**src/rtl/color_scan_ctrl_if.sv**
```systemverilog
// rtl/color_scan_ctrl_if.sv - frame buffer read port bundle shared by the VGA reader and the colour scanner
// Signals:
//   vga_req/vga_addr      VGA reader request and address
//   vga_data/vga_valid    data returned to the VGA reader, one cycle after vga_req
//   mem_addr/mem_data     frame buffer read port (data lags address by one cycle)
// Modports:
//   slave   the scan controller (owns mem_addr, vga_data, vga_valid)
//   master  the surrounding system (VGA reader plus frame buffer)
interface color_scan_ctrl_if #(
    parameter int AW = 15
) ();
    logic          vga_req;
    logic [AW-1:0] vga_addr;
    logic [2:0]    vga_data;
    logic          vga_valid;
    logic [AW-1:0] mem_addr;
    logic [2:0]    mem_data;

    modport slave (
        input  vga_req, vga_addr, mem_data,
        output vga_data, vga_valid, mem_addr
    );

    modport master (
        output vga_req, vga_addr, mem_data,
        input  vga_data, vga_valid, mem_addr
    );
endinterface

```
**src/rtl/color_scan_ctrl.sv**
```systemverilog
// rtl/color_scan_ctrl.sv - frame buffer scan sequencer and read-port arbiter reporting the dominant RGB111 colour
// Ports:
//   P_clk, rst      clock (rising edge) and asynchronous active-low reset
//   scan_req        level request for one analysis scan
//   frame_done      one-cycle pulse: capture writer finished a frame
//   capture_hold    high from SCAN through DECIDE; capture writer must not write
//   bus             read port bundle (VGA side and frame buffer side)
//   busy            controller is not idle
//   done            one-cycle pulse when color has been updated
//   color           one-hot {R,G,B} dominant colour, 000 on a tie
// Optional feature macro: COLOR_SCAN_AUTO_REARM_EN (rescan on every frame while scan_req stays high)
module color_scan_ctrl #(
    parameter int AW   = 15,
    parameter int NPIX = 25344,
    parameter int CW   = 15
) (
    input  logic                     P_clk,
    input  logic                     rst,
    input  logic                     scan_req,
    input  logic                     frame_done,
    output logic                     capture_hold,
    color_scan_ctrl_if.slave         bus,
    output logic                     busy,
    output logic                     done,
    output logic [2:0]               color
);

    typedef enum logic [2:0] {
        IDLE       = 3'd0,
        WAIT_FRAME = 3'd1,
        SCAN       = 3'd2,
        DRAIN      = 3'd3,
        DECIDE     = 3'd4
    } state_t;

    localparam logic [AW-1:0] LAST_ADDR = AW'(NPIX - 1);

    state_t        state_q, state_d;
    logic [AW-1:0] addr_q, addr_d;
    logic          rd_v_q, rd_v_d;
    logic [CW-1:0] tally_r_q, tally_r_d;
    logic [CW-1:0] tally_g_q, tally_g_d;
    logic [CW-1:0] tally_b_q, tally_b_d;
    logic [2:0]    color_q, color_d;
    logic          done_q, done_d;
    logic          vga_valid_q, vga_valid_d;

    // VGA has unconditional priority on the shared read port.
    assign bus.mem_addr  = bus.vga_req ? bus.vga_addr : addr_q;
    assign bus.vga_data  = bus.mem_data;
    assign bus.vga_valid = vga_valid_q;

    assign busy         = (state_q != IDLE);
    assign capture_hold = (state_q == SCAN) || (state_q == DRAIN) || (state_q == DECIDE);
    assign done         = done_q;
    assign color        = color_q;

    always_comb begin
        state_d     = state_q;
        addr_d      = addr_q;
        color_d     = color_q;
        done_d      = 1'b0;
        vga_valid_d = bus.vga_req;
        // rd_v marks that mem_data this coming cycle belongs to the scan, not to VGA.
        rd_v_d      = (state_q == SCAN) && !bus.vga_req;
        tally_r_d   = tally_r_q;
        tally_g_d   = tally_g_q;
        tally_b_d   = tally_b_q;

        if (rd_v_q) begin
            tally_r_d = tally_r_q + CW'(bus.mem_data[2]);
            tally_g_d = tally_g_q + CW'(bus.mem_data[1]);
            tally_b_d = tally_b_q + CW'(bus.mem_data[0]);
        end

        case (state_q)
            IDLE: begin
                if (scan_req) begin
                    state_d = WAIT_FRAME;
                end
            end
            WAIT_FRAME: begin
                if (frame_done) begin
                    state_d   = SCAN;
                    addr_d    = '0;
                    tally_r_d = '0;
                    tally_g_d = '0;
                    tally_b_d = '0;
                end
            end
            SCAN: begin
                // A cycle lost to VGA simply repeats the same scan address.
                if (!bus.vga_req) begin
                    if (addr_q == LAST_ADDR) begin
                        state_d = DRAIN;
                    end else begin
                        addr_d = addr_q + AW'(1);
                    end
                end
            end
            DRAIN: begin
                state_d = DECIDE;
            end
            DECIDE: begin
                done_d = 1'b1;
                if ((tally_r_q > tally_g_q) && (tally_r_q > tally_b_q)) begin
                    color_d = 3'b100;
                end else if ((tally_g_q > tally_r_q) && (tally_g_q > tally_b_q)) begin
                    color_d = 3'b010;
                end else if ((tally_b_q > tally_r_q) && (tally_b_q > tally_g_q)) begin
                    color_d = 3'b001;
                end else begin
                    color_d = 3'b000;
                end
`ifdef COLOR_SCAN_AUTO_REARM_EN
                state_d = scan_req ? WAIT_FRAME : IDLE;
`else
                state_d = IDLE;
`endif
            end
            default: begin
                state_d = IDLE;
            end
        endcase
    end

    always_ff @(posedge P_clk or negedge rst) begin
        if (!rst) begin
            state_q     <= IDLE;
            addr_q      <= '0;
            rd_v_q      <= 1'b0;
            tally_r_q   <= '0;
            tally_g_q   <= '0;
            tally_b_q   <= '0;
            color_q     <= 3'b000;
            done_q      <= 1'b0;
            vga_valid_q <= 1'b0;
        end else begin
            state_q     <= state_d;
            addr_q      <= addr_d;
            rd_v_q      <= rd_v_d;
            tally_r_q   <= tally_r_d;
            tally_g_q   <= tally_g_d;
            tally_b_q   <= tally_b_d;
            color_q     <= color_d;
            done_q      <= done_d;
            vga_valid_q <= vga_valid_d;
        end
    end

endmodule

```
**src/flat_wrapper.sv**
```systemverilog
// flat-port wrapper written by rule: the top's interface ports become plain ports
module color_scan_ctrl_flat 
#(
    parameter int AW   = 15,
    parameter int NPIX = 25344,
    parameter int CW   = 15
)
  (P_clk, rst, scan_req, frame_done, capture_hold, busy, done, color, bus_vga_req, bus_vga_addr, bus_mem_data, bus_vga_data, bus_vga_valid, bus_mem_addr);
  color_scan_ctrl_if #(.AW(AW)) bus_i ();
  input  logic P_clk;
  input  logic rst;
  input  logic scan_req;
  input  logic frame_done;
  output logic capture_hold;
  output logic busy;
  output logic done;
  output logic [2:0] color;
  input wire logic [$bits(bus_i.vga_req)-1:0] bus_vga_req;
  input wire logic [$bits(bus_i.vga_addr)-1:0] bus_vga_addr;
  input wire logic [$bits(bus_i.mem_data)-1:0] bus_mem_data;
  output wire logic [$bits(bus_i.vga_data)-1:0] bus_vga_data;
  output wire logic [$bits(bus_i.vga_valid)-1:0] bus_vga_valid;
  output wire logic [$bits(bus_i.mem_addr)-1:0] bus_mem_addr;
  assign bus_i.vga_req = bus_vga_req;
  assign bus_i.vga_addr = bus_vga_addr;
  assign bus_i.mem_data = bus_mem_data;
  assign bus_vga_data = bus_i.vga_data;
  assign bus_vga_valid = bus_i.vga_valid;
  assign bus_mem_addr = bus_i.mem_addr;
  color_scan_ctrl #(.AW(AW), .NPIX(NPIX), .CW(CW)) u_core (.P_clk(P_clk), .rst(rst), .scan_req(scan_req), .frame_done(frame_done), .capture_hold(capture_hold), .bus(bus_i), .busy(busy), .done(done), .color(color));
endmodule
```
**config.mk**
```make
export PLATFORM = sky130hd
export DESIGN_NAME = color_scan_ctrl_flat
export DESIGN_NICKNAME = d
export VERILOG_FILES = /design/src/rtl/color_scan_ctrl_if.sv /design/src/rtl/color_scan_ctrl.sv /design/src/flat_wrapper.sv
export SDC_FILE = /design/constraint.sdc
export NUM_CORES = 1
export LEC_CHECK = 0
export ABC_AREA = 1
export CAP_MARGIN = 5
export CELL_PAD_IN_SITES_DETAIL_PLACEMENT = 1
export CELL_PAD_IN_SITES_GLOBAL_PLACEMENT = 2
export CORE_MARGIN = 2
export CORE_UTILIZATION = 33
export DETAILED_ROUTE_END_ITERATION = 6
export PLACE_DENSITY_LB_ADDON = 0.1
export SYNTH_ARGS = -nofsm -noshare
export SYNTH_HDL_FRONTEND = slang
export SYNTH_SLANG_ARGS = --single-unit
```
**constraint.sdc**
```tcl
create_clock -name P_clk -period 2.1 [get_ports P_clk]
set_input_delay 0.315 -clock P_clk [delete_from_list [all_inputs] [get_ports P_clk]]
set_output_delay 0.315 -clock P_clk [all_outputs]
set_load 0.02 [all_outputs]
```
; Word-level counts from Yosys, hierarchy flattened
; Index checks and enable logic that the tools add are counted.
[word_totals]
output_inout_bits = 25
word_cells = 64
reg_bits = 69
input_bits = 23
[op_classes]
addsub = 4
muxes = 23
n_eq_ne = 10
n_reduce_logical = 12
magnitude_cmp = 6
[op_table]
columns = op, count
row1 = 15-bit 2-to-1 mux, 13
row2 = 15-bit greater-than comparator, 6
row3 = 15-bit by 1-bit adder with 15-bit output, 3
row4 = 15-bit case mux with 2 select lines, 1
row5 = 3-bit 2-to-1 mux, 6
row6 = "15-bit by 1-bit adder with 15-bit output, second input constant", 1
row7 = "15-bit equality test, second input constant", 1
row8 = 3-bit case mux with 4 select lines, 1
row9 = "2-bit != test, second input constant", 5
row10 = 4-bit AND reduction, 2
row11 = "3-bit by 2-bit equality test with 1-bit output, second input constant", 2
row12 = 1-bit logical AND, 4
row13 = "3-bit by 1-bit equality test with 1-bit output, second input constant", 1
row14 = "3-bit equality test, second input constant", 1
row15 = 3-bit logical NOT, 1
row16 = 3-bit nonzero test, 1
row17 = 1-bit logical OR, 2
row18 = 1-bit 2-to-1 mux, 2
row19 = 2-bit nonzero test, 1
row20 = 1-bit logical NOT, 1

; Logic depth before layout (Yosys ltp)
[depth]
ltp_word = 5
depth_mapped = 12
depth_no_buf = 12

; Least setup slack after synthesis
; OpenSTA, ideal clock, no wires.
[synth_timing]
kind = register to register
from = register u_core.tally_b_q[0]
to = register u_core.tally_b_q[14]
period_less_slack_ns = 1.549
t_arrival_ns = 1.432
n_path_buf = 0
path_stages_with_launch = 10
setup_time_ns = 0.117
path_slack_ns = 0.551
cell_sequence = dfrtp_1 -> ha_1 -> ha_1 -> nand2_1 -> nor2_1 -> nand4_1 -> nor2_1 -> nand4_1 -> nand2_1 -> nor2_1
[synth_between]
elab_chain_len = 4
[synth_rtl]
columns = element, line
row1 = "start, declared", color_scan_ctrl.sv:43  ; logic [CW-1:0] tally_b_q, tally_b_d;
row2 = "start signal, assigned", color_scan_ctrl.sv:144  ; tally_b_q <= tally_b_d;
row3 = 15-bit by 1-bit adder with 15-bit output *, color_scan_ctrl.sv:73  ; tally_b_d = tally_b_q + CW'(bus.mem_data[0]);
row4 = 15-bit 2-to-1 mux *, color_scan_ctrl.sv:70  ; if (rd_v_q) begin
row5 = 15-bit 2-to-1 mux, color_scan_ctrl.sv:83  ; if (frame_done) begin
row6 = 15-bit 2-to-1 mux *, color_scan_ctrl.sv:76  ; case (state_q)
row7 = via u_core.tally_b_d[14], color_scan_ctrl.sv:43
; Mark *: on every way through the listed nets, which the timed path passes. The rest lies on a longest branch.
; A chain may end at the register's enable or synchronous reset.

; Worst setup path in the final report
[layout_timing]
from = input port bus_vga_req
to = output port bus_mem_addr[5]
[layout_between]
elab_chain_len = 1
[layout_rtl]
columns = element, line
row1 = "start, declared", flat_wrapper.sv:18  ; input wire logic [$bits(bus_i.vga_req)-1:0] bus_vga_req;
row2 = 15-bit 2-to-1 mux, color_scan_ctrl.sv:49  ; assign bus.mem_addr = bus.vga_req ? bus.vga_addr : addr_q;
row3 = "end, declared", flat_wrapper.sv:23  ; output wire logic [$bits(bus_i.mem_addr)-1:0] bus_mem_addr;
; No other way between the ends.

==> summary.md <==
| Metric | Value |
|---|---|
| Drt total wl | `16.3 mm` |
| Io pins | `48` |
| Layout cells sized above 1 | `0.101` |
| Slowest cell on crit path | `clkdlybuf4s50_1` |
| Clock network fraction of design power | `0.282` |
| Clock-pin transition on the worst setup and hold timing paths | `0.06 ns` |
| Total die area | `16,700 um2` |
| Most common cell after layout, fill and taps aside | `nand2_1` |
| Number of flops mapped to enable cells by yosys | `0` |
| First-pass GRT wire length | `27.5 mm` |
| CP max stage delay | `0.52 ns` |
| Fill cells | `1,931` |
| Max Root-Sink Buffers | `2` |
| Initial antenna violation count | `0` |
| CTS tree | `done` |
| CTS buffer count | `9` |
| Placed cell count | `1,009` |
| Layout area overhead | `23.5%` |
| ANT nets after route | `0` |
| Drt pass-1 iters | `4` |
| GR Util All Layers | `0.211` |
| Non-filler instance count after layout | `1,026` |
| Die height | `129 um` |
| Cell Chain, Critical Path | `clkdlybuf4s50_1, buf_12, clkinvlp_4, nand2_1, nand2_1, dlygate4sd2_1` |
| Outcome | `finished clean` |
| Synthesized area | `5180 um2` |
| Final setup vio count | `0` |
| Power density cells | `917 nW/um2` |
| Hold Path Class | `input port to asynchronous set/reset pin` |
| Crit path DAT | `1.64 ns` |
| Hold WS | `0.430 ns` |
| Post-CTS setup buffers | `0` |
| Placer Congestion | `0.789` |
| FP Rows | `45` |
| Sw Share | `0.406` |
| WP buf/inv | `4` |
| Synth Warn # | `0` |
| NumNets Final | `885` |
| Syn nets | `815` |
| WP data required | `1.78 ns` |
| Kind of critical path | `input port to output pin` |
| Average cell area after synthesis | `7.01 um2` |
| Worst Skew | `0.00602 ns` |
| Synth Instances | `740` |
| Post-synthesis register bit count | `69` |
| CTS H-Tree Depth | `3` |
| Setup TNS | `0 ns` |
| # diodes | `0` |
| Vias after detailed routing | `4,988` |
| Global route overflow | `0` |
| Clk Tree Root Cell | `clkbuf_16` |
| Avg WL per Cell | `15.9 um` |
| CP max FO | `26` |
| Internal | `3.49 mW` |
| Max Cap Viol | `0` |
| Post-synth cell types | `31` |
| Sink Count | `69` |
| FMAX | `511 MHz` |
| Comb pwr share | `0.431` |
| P_sw | `2.38 mW` |
| Most common flop cell mapped by yosys | `dfrtp_1` |
| Vias in the first global route | `5,359` |
| Final hold vios | `0` |
| Die W | `129 um` |
| IO Port Bufs | `47` |
| Maximum VDD drop | `490 uV` |
| Element type at the critical path end | `output pin` |
| # DRC | `0` |
| RSZ-0062 raised after global routing | `false` |
| Family with the most delay on the worst path | `buffers and inverters` |
| Tot Pwr | `5.87 mW` |
| Initial Util | `0.340` |
| Cell mode on critical path | `nand2_1` |
| Fraction of synthesis flops using an asynchronous set or reset pin | `1.00` |
| Via density per instance | `4.86` |
| Final Slew Violations | `0` |
| Clock Latency Late Sink | `0.34 ns` |
| Sequential power share | `0.288` |
| Worst slew margin | `0.671` |
| Commonest non-fill, non-tap cells in the layout | `nand2_1 (225), inv_1 (95), nor2_1 (88), dfrtp_1 (69), ha_1 (52)` |
| Post-DP HPWL | `12.8 mm` |
| Min Clock Period, post-route | `1.96 ns` |
| Sequential area share after synthesis | `0.333` |
| Final period util | `0.931` |
| LEAKAGE | `3.24 nW` |
| Core ar. | `15,300 um2` |
| Startpoint Class | `input port` |
| Starting DRT DRC Count | `208` |
| Largest net degree at the start of global routing | `47` |
| Actual slew at the worst max-slew pin | `0.492 ns` |
-- worst reg2reg max path: stages, from the launching register on --
cell and delay, ns:
dfrtp_1 0.41, ha_1 0.22, ha_1 0.15, nand2_1 0.10, nor2_1 0.18, nand4_1 0.27, nor2_4 0.24, nand3_1 0.09
nand2_1 0.09, nor2_1 0.05
-- what timing repair did --
item                                   4_1_cts  5_1_grt
setup endpoints to repair                    8       10
gates resized for setup                     11        9
endpoints found under the hold margin       23        0
hold buffers                                 1        0
-- worst paths after layout --
kind,slack [ns],from,cells after the start,end
worst min-delay path,0.43,rst,2,u_core.tally_g_q[12]
worst min register to register,0.49,u_core.color[2],2,u_core.color[2]
min in group P_clk,0.49,u_core.color[2],2,u_core.color[2]
worst max register to register,0.20,u_core.tally_g_q[0],9,u_core.tally_g_q[14]
max in group asynchronous,1.07,rst,3,u_core.addr_q[2]
worst max-delay path,0.14,bus_vga_req,6,bus_mem_addr[5]
-- power by group through the flow --
stage                     Combinational [mW]  Clock [mW]  Sequential [mW]
after floorplan                         1.65           0             1.68
after global placement                  2.47           0             1.70
after detailed placement                2.54           0             1.71
after CTS                               2.55        1.71             1.69
after global routing                    2.87        1.76             1.71
final                                   2.53        1.66             1.69
-- cell type report --
class / instances / area (um2) / share of cell area
sequential: 69 / 1730 / 0.270
inverter: 100 / 379 / 0.0592
multi-input combinational: 555 / 2980 / 0.466
tap: 211 / 264 / 0.0412
timing repair buffer: 75 / 737 / 0.115
clock inverter: 7 / 90.1 / 0.0141
clock buffer: 9 / 225 / 0.0352
-- synth_stat cells, drive strengths merged, types with 2 or more instances --
library cell | instances | share of area
a211oi | 4 | 0.0058
a21oi | 41 | 0.040
buf | 11 | 0.018
clkbuf | 5 | 0.0036
dfrtp | 69 | 0.33
ha | 52 | 0.13
inv | 100 | 0.072
nand2 | 232 | 0.17
nand3 | 40 | 0.041
nand3b | 2 | 0.0029
nand4 | 20 | 0.024
nor2 | 94 | 0.073
nor3 | 18 | 0.021
o21ai | 36 | 0.043
or2 | 2 | 0.0024
xor2 | 11 | 0.019
-- state kept, by name (all words and copies together), names as in the netlist --
signal / count
u_core.tally_g_q: 15
u_core.done: 1
u_core.rd_v_q: 1
u_core.tally_r_q: 15
u_core.tally_b_q: 15
u_core.bus.vga_valid: 1
u_core.state_q: 3
u_core.color: 3
u_core.addr_q: 15
-- metrics by stage --
stage / worst slack, ns / area [um2] / utilization
floorplan: 0.551 / 5180 / -
global placement: -0.0540 / 6060 / 0.397
detailed placement: -0.170 / 6060 / 0.397
CTS: 0.00550 / 6380 / 0.418
global route: 0.00912 / 6400 / 0.420
finish: 0.145 / 6400 / 0.420
-- cell families (layout without fill, tap and decap cells) --
kind of cell	count (synthesis)	after routing	synth area share
DFF	69	69	0.333
adders and majority gates	52	52	0.125
xor gates and xnor gates	11	11	0.0186
and+or+nand+nor	409	409	0.338
buffers and inverters	116	191	0.0944
AOI/OAI and AO/OA	83	83	0.0907
-- metal layers --
| layer | part of all wire | wire [um] | vias to the layer above | global-route usage |
|---|---|---|---|---|
| met5 | 0 | 0 | - | 0 |
| met2 | 0.44 | 7250 | 59 | 0.333 |
| li1 | - | - | 2507 | - |
| met1 | 0.51 | 8240 | 2408 | 0.297 |
| met3 | 0.034 | 551 | 14 | 0.0355 |
| met4 | 0.016 | 269 | 0 | 0.0620 |
No activity file was read; power rests on OpenSTA's default activity.
